===== config.mk =====
export PLATFORM = sky130hd
export DESIGN_NAME = spi_frame_master
export DESIGN_NICKNAME = d
export VERILOG_FILES = /design/src/rtl/spi_frame_master.sv
export SDC_FILE = /design/constraint.sdc
export NUM_CORES = 1
export LEC_CHECK = 0
export BUFFER_PORTS_ARGS = -buffer_cell sky130_fd_sc_hd__buf_2
export CAP_MARGIN = 20
export CELL_PAD_IN_SITES_DETAIL_PLACEMENT = 0
export CELL_PAD_IN_SITES_GLOBAL_PLACEMENT = 1
export CORE_UTILIZATION = 45
export DETAILED_ROUTE_END_ITERATION = 10
export PLACE_DENSITY = 0.78
export SLEW_MARGIN = 0
export SYNTH_ARGS = -nofsm -noshare
export SYNTH_HDL_FRONTEND = slang
export SYNTH_SLANG_ARGS = --single-unit

===== constraint.sdc =====
create_clock -name clk -period 3.4 [get_ports clk]
set_input_delay 0.17 -clock clk [delete_from_list [all_inputs] [get_ports clk]]
set_output_delay 0.17 -clock clk [all_outputs]
set_load 0.005 [all_outputs]

===== src/rtl/spi_frame_master.sv =====
// SPI mode-0 frame master: sends one {wr, adr[6:0], data} frame MSB-first under cs,
// with programmable setup/hold/gap timing, and shifts miso into rdata on each sclk fall.
module spi_frame_master #(
  parameter int Nbit     = 8,
  parameter int CLK_DIV  = 4,
  parameter int CS_SETUP = 2,
  parameter int CS_HOLD  = 8,
  parameter int CS_GAP   = 4
) (
  input  logic             clk,
  input  logic             rst_n,
  input  logic             start,
  input  logic             wr,
  input  logic [6:0]       adr,
  input  logic [Nbit-1:0]  data,
  output logic             sclk,
  output logic             mosi,
  output logic             cs,
  input  logic             miso,
  output logic [Nbit+7:0]  rdata,
  output logic             busy,
  output logic             done
);

  localparam int FW   = Nbit + 8;
  localparam int BW   = $clog2(Nbit + 9);
  localparam int MAX1 = (CLK_DIV > CS_SETUP) ? CLK_DIV : CS_SETUP;
  localparam int MAX2 = (CS_HOLD > CS_GAP) ? CS_HOLD : CS_GAP;
  localparam int CMAX = (MAX1 > MAX2) ? MAX1 : MAX2;
  localparam int CW   = $clog2(CMAX + 1);

  localparam logic [CW-1:0] SETUP_LAST = CW'(CS_SETUP - 1);
  localparam logic [CW-1:0] DIV_LAST   = CW'(CLK_DIV - 1);
  localparam logic [CW-1:0] HOLD_LAST  = CW'(CS_HOLD - 1);
  localparam logic [CW-1:0] GAP_LAST   = CW'((CS_GAP > 0) ? CS_GAP - 1 : 0);
  localparam logic [BW-1:0] BIT_LAST   = BW'(FW - 1);

  typedef enum logic [2:0] {
    IDLE  = 3'd0,
    SETUP = 3'd1,
    SHIFT = 3'd2,
    HOLD  = 3'd3,
    GAP   = 3'd4
  } state_t;

  state_t          state, state_nx;
  logic [CW-1:0]   cnt, cnt_nx;
  logic [BW-1:0]   bit_cnt, bit_nx;
  logic [FW-1:0]   shreg, shreg_nx;
  logic [FW-1:0]   rdata_nx;
  logic            sclk_nx, mosi_nx, cs_nx, busy_nx, done_nx;

  // NOTE: every output is a register, so next values are computed here and
  // committed in one clocked block; defaults first keep this block latch-free.
  always_comb begin
    state_nx = state;
    cnt_nx   = cnt + CW'(1);
    bit_nx   = bit_cnt;
    shreg_nx = shreg;
    rdata_nx = rdata;
    sclk_nx  = sclk;
    mosi_nx  = mosi;
    cs_nx    = cs;
    busy_nx  = busy;
    done_nx  = 1'b0;

    unique case (state)
      IDLE: begin
        cnt_nx = '0;
        if (start) begin
          shreg_nx = {wr, adr, data};
          mosi_nx  = wr;
          cs_nx    = 1'b0;
          busy_nx  = 1'b1;
          bit_nx   = '0;
          state_nx = SETUP;
        end
      end

      SETUP: begin
        if (cnt == SETUP_LAST) begin
          cnt_nx   = '0;
          state_nx = SHIFT;
        end
      end

      SHIFT: begin
        if (cnt == DIV_LAST) begin
          cnt_nx = '0;
          if (!sclk) begin
            sclk_nx = 1'b1;
          end else begin
            // Falling edge: capture miso, then either advance the bit or finish
            // with mosi left on the last bit.
            sclk_nx  = 1'b0;
            rdata_nx = {rdata[FW-2:0], miso};
            if (bit_cnt == BIT_LAST) begin
              state_nx = HOLD;
            end else begin
              bit_nx   = bit_cnt + BW'(1);
              shreg_nx = shreg << 1;
              mosi_nx  = shreg[FW-2];
            end
          end
        end
      end

      HOLD: begin
        if (cnt == HOLD_LAST) begin
          cnt_nx  = '0;
          cs_nx   = 1'b1;
          mosi_nx = 1'b0;
          if (CS_GAP == 0) begin
            state_nx = IDLE;
            done_nx  = 1'b1;
            busy_nx  = 1'b0;
          end else begin
            state_nx = GAP;
          end
        end
      end

      GAP: begin
        if (cnt == GAP_LAST) begin
          cnt_nx   = '0;
          state_nx = IDLE;
          done_nx  = 1'b1;
          busy_nx  = 1'b0;
        end
      end

      default: begin
        state_nx = IDLE;
        cnt_nx   = '0;
      end
    endcase
  end

  // NOTE: sequential state uses non-blocking assignments so all registers
  // update together from the values computed above.
  always_ff @(posedge clk or negedge rst_n) begin
    if (!rst_n) begin
      state   <= IDLE;
      cnt     <= '0;
      bit_cnt <= '0;
      shreg   <= '0;
      rdata   <= '0;
      sclk    <= 1'b0;
      mosi    <= 1'b0;
      cs      <= 1'b1;
      busy    <= 1'b0;
      done    <= 1'b0;
    end else begin
      state   <= state_nx;
      cnt     <= cnt_nx;
      bit_cnt <= bit_nx;
      shreg   <= shreg_nx;
      rdata   <= rdata_nx;
      sclk    <= sclk_nx;
      mosi    <= mosi_nx;
      cs      <= cs_nx;
      busy    <= busy_nx;
      done    <= done_nx;
    end
  end

endmodule


==> impl_results.md, run 1 <==
* Status: complete, no violations
* Fin crit share at 71.77%
* Seq cells post-synth at 48
* Remaining DRCs at 0
* Ys flop type: dfrtp_1
* Initial antenna violation count at 0
* Min cycle time layout at 2.440 ns
* Hold Path Sink: rdata[0]$_DFFE_PN0P_
* Yosys warnings at 0
* Max clock buf depth at 2
* Final non-filler cell total at 305
* Max Cap Violations at 0
* Cells after synthesis at 192
* Relative slew slack at 53.83%
* Final hold vios at 0
* Largest area contributor in the netlist: dfrtp_1
* Die Area at 5600 um2
* Vias in the first global route at 1374
* Leak at 1.333 nW
* Reg2reg setup slack at 0.96 ns
* Share of layout cells above drive strength 1 at 42.55%
* Die Y at 74.84 um
* Sequential-to-total area share from yosys stat at 50.37%
* CP endpoint kind: register
* Kind of critical path: reg -> reg
* Setup crit start kind: register
* Critical Path RT at 3.59 ns
* Comb pwr share at 41.8%
* # fillers at 461
* First-pass GRT wire length at 6527 um
* VDD IR-drop max at 0.3948 mV
* Worst hold stages at 2
* Layout area overhead at 15.99%
* CTS Buf Count at 5
* Final Slew Violations at 0
* Most numerous cell in the Yosys netlist: dfrtp_1
* Gr ovfl total at 0
* Fmax at 409.8 MHz
* Layout Skew at 0.01204 ns
* Switching part of the total power at 34.49%
* Routed vias/inst at 5.151
* Post-DP HPWL at 2767 um
* Unrepaired setup endpoints after global routing: no
* Data arrival time of the worst path at 2.63 ns
* Largest net degree at the start of global routing at 49
* Pwr Density at 874.9 nW/um2
* Synth top cells by count: 47 x dfrtp_1, 35 x mux2_2, 16 x nand2_1, 11 x nor2_1, 9 x mux2_4
* Post-synth EDFFs at 0
* Worst hold path startpoint: miso
* Drt total wl at 4111 um
* PortBufs at 40
* Starting DRT DRC Count at 76
* NetSw at 0.0008355 W
* Utilization after layout at 54.21%
* Internal power at 0.001587 W
* Avg WL per Cell at 13.48 um
* Routed via count at 1571
* CP max stage delay at 0.80 ns
* Clk slew on worst S/H paths at 0.10 ns
* Die Wd at 74.84 um
* Antenna Nets Post-Route at 0
* I/O pins at 41
* Syn Area/Cell at 12.43 um2
* Latest clock arrival within the worst-skew pair at 0.30 ns
* Post-route setup TNS at 0 ns
* Buf/Inv on CP at 0
* Synth top area cells: dfrtp_1 49%, mux2_2 17%, mux2_4 5.7%, nand2_1 2.5%, ha_1 2.1%
* Cell Area, Placed at 2623 um2
* Placer congestion estimate at 0.7804
* CTS root buf: clkbuf_8
* Yosys top cell area share at 49.27%
* Flop pwr share at 40.5%
* Tot GR Track Use at 15.46%
* Hold/Removal Path Class: in -> reg
* Crit-path cells: nand2b_1 > nor2_4 > nand3_2 > mux2_2
* Actual slew at the worst max-slew pin at 0.6925 ns
* Clk sinks at 48
* Synthesized area at 2387 um2
* CP max FO at 25
* Clock Power Share at 17.6%
* # diodes at 0
* Worst r2r dst: rdata[2]$_DFFE_PN0P_
* Fin nets at 258
* CTS tree: done
* Mapped Nets at 216
* Post-synth cell types at 45
* Std-Cell Rows at 26
* Top delay family on crit path: simple AND/OR/NAND/NOR gates
* CP max-delay cell: dfrtp_1
* Placed Instances at 295
* Synth async-reset ratio at 100.0%
* Htree depth at 2
* Reg2reg path depth at 4
* Final Cell Area at 2769 um2
* Setup Viol. Count Final at 0
* Reg-to-reg startpoint: state[1]$_DFFE_PN0P_
* Initial Utilization at 46.74%
* Detailed-router iteration count before antenna repair at 4
* Core Region at 5107 um2
==> how the worst max path moves through the flow <==
stage / from / to / slack (ns) / cells after the start
3_5_place_dp: state[1]$_DFFE_PN0P_ / rdata[0]$_DFFE_PN0P_ / 0.98 / 4
3_3_place_gp: state[1]$_DFFE_PN0P_ / rdata[15]$_DFFE_PN0P_ / 1.01 / 4
2_1_floorplan: bit_cnt[0]$_DFFE_PN0P_ / shreg[10]$_DFFE_PN0P_ / 1.35 / 8
4_1_cts: state[1]$_DFFE_PN0P_ / rdata[0]$_DFFE_PN0P_ / 0.95 / 4
5_1_grt: state[1]$_DFFE_PN0P_ / rdata[15]$_DFFE_PN0P_ / 0.75 / 4
6_report: state[1]$_DFFE_PN0P_ / rdata[2]$_DFFE_PN0P_ / 0.96 / 4
==> registers in the layout, summed over array words and instances, names as in the netlist <==
register,count
cnt,4
sclk,1
rdata,16
done,1
bit_cnt,5
mosi,1
state,3
busy,1
cs,1
shreg,15
==> final cells by class <==
type	instances	area, um2	area share [%]
multi-input combinational	128	1091	39.40
inverter	7	26.28	0.9489
timing repair buffer	44	245.2	8.857
sequential	48	1202	43.43
clock buffer	5	68.82	2.485
tap	70	87.58	3.163
clock inverter	3	47.55	1.717
==> stage by stage <==
| stage | total power, W | hold slack, ns | setup WS [ns] |
|---|---|---|---|
| floorplan | 0.001810 | -0.1256 | 1.348 |
| detailed placement | 0.002011 | 0.4144 | 0.9779 |
| CTS | 0.002446 | 0.09136 | 0.9469 |
| global placement | 0.001996 | 0.4025 | 1.014 |
| finish | 0.002422 | 0.09840 | 0.9599 |
| global route | 0.002600 | 0.09053 | 0.7533 |
==> cell families (layout without fill, tap and decap cells) <==
kind of cell	after synthesis	in the layout	synth area share, %
AO/OA/AOI/OAI	25	25	8.071
XOR/XNOR	2	2	0.7339
adder cells (fa/ha/maj)	4	4	2.097
buffers and inverters	16	59	3.931
flip-flops	48	48	50.37
multiplexers	45	45	22.59
AND/OR/NAND/NOR	52	52	12.21
==> power groups by stage <==
stage / logic, W / clock network, W / registers [W]
floorplan: 0.000889 / 0 / 0.000921
global placement: 0.00101 / 0 / 0.000989
detailed placement: 0.00102 / 0 / 0.000992
CTS: 0.00103 / 0.000437 / 0.000983
global route: 0.00113 / 0.000458 / 0.00101
finish: 0.00101 / 0.000427 / 0.000982
==> routing by layer <==
metal / track usage, % / up-vias / part of all wire [%]
met5: 0 / - / 0
li1: - / 779 / -
met3: 4.150 / 8 / 4.4
met2: 22.52 / 41 / 43
met4: 5.660 / 0 / 1.6
met1: 22.15 / 743 / 51
==> what timing repair did <==
action / in CTS / in global routing
hold buffers: 0 / 1
endpoints found under the hold margin: 0 / 22
gates resized for setup: 0 / 0
setup buffers: 0 / 0
==> cells in the final DEF (no fill, tap or decap), types with 3 or more instances in the layout <==
| cell type | instances |
|---|---|
| nand2_1 | 16 |
| nand2b_1 | 3 |
| dfrtp_1 | 47 |
| mux2_2 | 35 |
| inv_1 | 7 |
| buf_2 | 40 |
| ha_1 | 4 |
| nor2_1 | 11 |
| mux2_4 | 9 |
| a21oi_1 | 4 |
| o21ai_0 | 3 |
| nand3_1 | 5 |
| clkbuf_8 | 5 |
| nand4b_1 | 3 |
| o221ai_1 | 4 |
No activity file was read; power rests on OpenSTA's default activity.
==> run 2, diff against run 1 <==
--- a/config.mk
+++ b/config.mk
@@ -9,9 +9,9 @@
 export CAP_MARGIN = 20
 export CELL_PAD_IN_SITES_DETAIL_PLACEMENT = 0
 export CELL_PAD_IN_SITES_GLOBAL_PLACEMENT = 1
-export CORE_UTILIZATION = 45
+export CORE_UTILIZATION = 44
 export DETAILED_ROUTE_END_ITERATION = 10
-export PLACE_DENSITY = 0.78
+export PLACE_DENSITY = 0.76
 export SLEW_MARGIN = 0
 export SYNTH_ARGS = -nofsm -noshare
 export SYNTH_HDL_FRONTEND = slang
==> constraint.sdc (replaced) <==
create_clock -name clk -period 2.47 [get_ports clk]
set_input_delay 0.1235 -clock clk [delete_from_list [all_inputs] [get_ports clk]]
set_output_delay 0.1235 -clock clk [all_outputs]
set_load 0.005 [all_outputs]
==> run 2 against run 1 <==
Effect of this change: power increased by 35%; clock skew is 0.0055 ns lower; global-route usage is 1.4 points higher; core utilization fell by 0.92 points; combinational power rose by 45%; critical path depth grew 2.
==> impl_results.md, run 2 (same netlist as run 1, synthesis figures left out) <==
* Crit-path most repeated cell: ha_1
* Detailed-router iteration count before antenna repair at 4 (unchanged)
* Placer congestion estimate at 0.7997 (was 0.7804)
* Pwr Density at 1187 nW/um2 (was 874.9 nW/um2)
* Post-DP HPWL at 2996 um (was 2767 um)
* VDD IR-drop max at 0.4784 mV (was 0.3948 mV)
* Max clock buf depth at 2 (unchanged)
* Crit-path cells: ha_1 > and3_1 > ha_1 > and4b_1 > o21a_4 > mux2_2 (was nand2b_1 > nor2_4 > nand3_2 > mux2_2)
* Buf/Inv on CP at 0 (unchanged)
* I/O pins at 41 (unchanged)
* Fin nets at 261 (was 258)
* Final Slew Violations at 0 (unchanged)
* Gr ovfl total at 0 (unchanged)
* CP endpoint kind: register (unchanged)
* Fin crit share at 85.88% (was 71.77%)
* Avg WL per Cell at 13.53 um (was 13.48 um)
* CP max FO at 15 (was 25)
* Commonest non-fill, non-tap cell in the layout: dfrtp_1 (unchanged)
* CTS root buf: clkbuf_8 (unchanged)
* Max Cap Violations at 0 (unchanged)
* Relative slew slack at 62.17% (was 53.83%)
* Starting DRT DRC Count at 77 (was 76)
* Kind of critical path: reg -> reg (unchanged)
* Share of layout cells above drive strength 1 at 42.86% (was 42.55%)
* Actual slew at the worst max-slew pin at 0.5675 ns (was 0.6925 ns)
* Htree depth at 2 (unchanged)
* Die Wd at 75.66 um (was 74.84 um)
* Unrepaired setup endpoints after global routing: no (unchanged)
* Status: complete, no violations (unchanged)
* First-pass GRT wire length at 7079 um (was 6527 um)
* Std-Cell Rows at 26 (unchanged)
* Die Area at 5724 um2 (was 5600 um2)
* Core Region at 5172 um2 (was 5107 um2)
* Routed via count at 1607 (was 1571)
* Largest regs: rdata (16), shreg (15), bit_cnt (5) (unchanged)
* Drt total wl at 4167 um (was 4111 um)
* CP max stage delay at 0.42 ns (was 0.80 ns)
* Die Y at 75.66 um (was 74.84 um)
* Postcts setup bufs at 0 (unchanged)
* PortBufs at 40 (unchanged)
* Most frequent cells in the layout: 47 x dfrtp_1, 40 x buf_2, 35 x mux2_2 (unchanged)
* Post-cts sizing count at 0 (unchanged)
* Number of flip-flops in the largest register at 16 (unchanged)
* # diodes at 0 (unchanged)
* Final non-filler cell total at 308 (was 305)
* Placed Instances at 299 (was 295)
* Min cycle time layout at 2.121 ns (was 2.440 ns)
* Layout Skew at 0.006533 ns (was 0.01204 ns)
* Antenna Nets Post-Route at 0 (unchanged)
* # fillers at 467 (was 461)
* Remaining DRCs at 0 (unchanged)
* Routed vias/inst at 5.218 (was 5.151)
* Latest clock arrival within the worst-skew pair at 0.29 ns (was 0.30 ns)
* Hold/Removal Path Class: in -> reg (unchanged)
* Largest reg by FF count: rdata (unchanged)
* Setup Viol. Count Final at 0 (unchanged)
* Critical Path RT at 2.65 ns (was 3.59 ns)
* Final hold vios at 0 (unchanged)
* Fmax at 471.4 MHz (was 409.8 MHz)
* Tot GR Track Use at 16.82% (was 15.46%)
* Layout area overhead at 15.46% (was 15.99%)
* Leak at 1.329 nW (was 1.333 nW)
* Initial antenna violation count at 0 (unchanged)
* Clk sinks at 48 (unchanged)
* CTS tree: done (unchanged)
* Post-route setup TNS at 0 ns (unchanged)
* Post-CTS Hold Buffers at 1 (was 0)
* Vias in the first global route at 1477 (was 1374)
* Data arrival time of the worst path at 2.30 ns (was 2.63 ns)
* CTS Buf Count at 5 (unchanged)
* CP max-delay cell: dfrtp_1 (unchanged)
* Top delay family on crit path: simple AND/OR/NAND/NOR gates (unchanged)
* Clk slew on worst S/H paths at 0.09 ns (was 0.10 ns)
* Initial Utilization at 46.15% (was 46.74%)
* Setup crit start kind: register (unchanged)
* Largest net degree at the start of global routing at 26 (was 49)
## run 2: cell count changes in the layout (fill, tap and decap cells not counted), sizes merged
| cell | change |
|---|---|
| buf | +3 |
| bufinv | -1 |
| clkinvlp | +1 |
| clkinv | -2 |
| clkbuf | +2 |
## run 2: area by class of cell
type / instances / area [um2] / share of cell area (%)
Sequential cell: 48 / 1202 / 43.62
Clock buffer: 7 / 86.33 / 3.132
Multi-Input combinational cell: 128 / 1091 / 39.58
Inverter: 7 / 26.28 / 0.9532
Tap cell: 70 / 87.58 / 3.177
Clock inverter: 1 / 7.507 / 0.2724
Timing Repair Buffer: 47 / 255.2 / 9.260
## run 2: final timing paths
check                                         to  slack (ns)                   start  depth (start not counted)
hold reg to reg                   cs$_DFFE_PN1P_        0.47          cs$_DFFE_PN1P_                          2
max in group asynchronous  shreg[12]$_DFFE_PN0P_        1.40                   rst_n                          3
min in group asynchronous       cnt[2]$_DFF_PN0_        0.35                   rst_n                          2
hold / removal              rdata[0]$_DFFE_PN0P_        0.06                    miso                          2
setup reg to reg            shreg[2]$_DFFE_PN0P_        0.35  bit_cnt[0]$_DFFE_PN0P_                          6
setup / recovery            shreg[2]$_DFFE_PN0P_        0.35  bit_cnt[0]$_DFFE_PN0P_                          6
## run 2: metrics by stage
stage / cell area [um2] / setup WS (ns) / hold WS (ns) / utilization [%] / total power, W
after CTS: 2756 / 0.3497 / 0.04402 / 53.29 / 0.003310
after global placement: 2653 / 0.4041 / 0.1479 / 51.28 / 0.002800
after detailed placement: 2653 / 0.3729 / 0.1557 / 51.28 / 0.002819
final: 2756 / 0.3487 / 0.05538 / 53.29 / 0.003271
after global routing: 2756 / 0.2642 / 0.05394 / 53.29 / 0.003551
after floorplan: 2387 / 0.4180 / -0.1721 / - / 0.002491
## run 2: layer usage
| metal | track usage (%) | vias up | routed length, um | part of all wire (%) |
|---|---|---|---|---|
| li1 | - | 785 | - | - |
| met1 | 23.89 | 777 | 2105 | 51 |
| met2 | 24.50 | 38 | 1830 | 44 |
| met3 | 4.497 | 7 | 162 | 3.9 |
| met4 | 6.790 | 0 | 68 | 1.6 |
| met5 | 0 | - | 0 | 0 |
## run 2: worst reg2reg max path: stages (launching register included)
cell and delay, ns:
dfrtp_1 0.42, ha_1 0.22, and3_1 0.18, ha_1 0.22, and4b_1 0.30, o21a_4 0.30
mux2_2 0.38
## run 2: power by group
part / switching [W] / internal [W]
logic: 0.000629 / 0.000830
registers: 0.000256 / 0.00108
clock network: 0.000250 / 0.000228
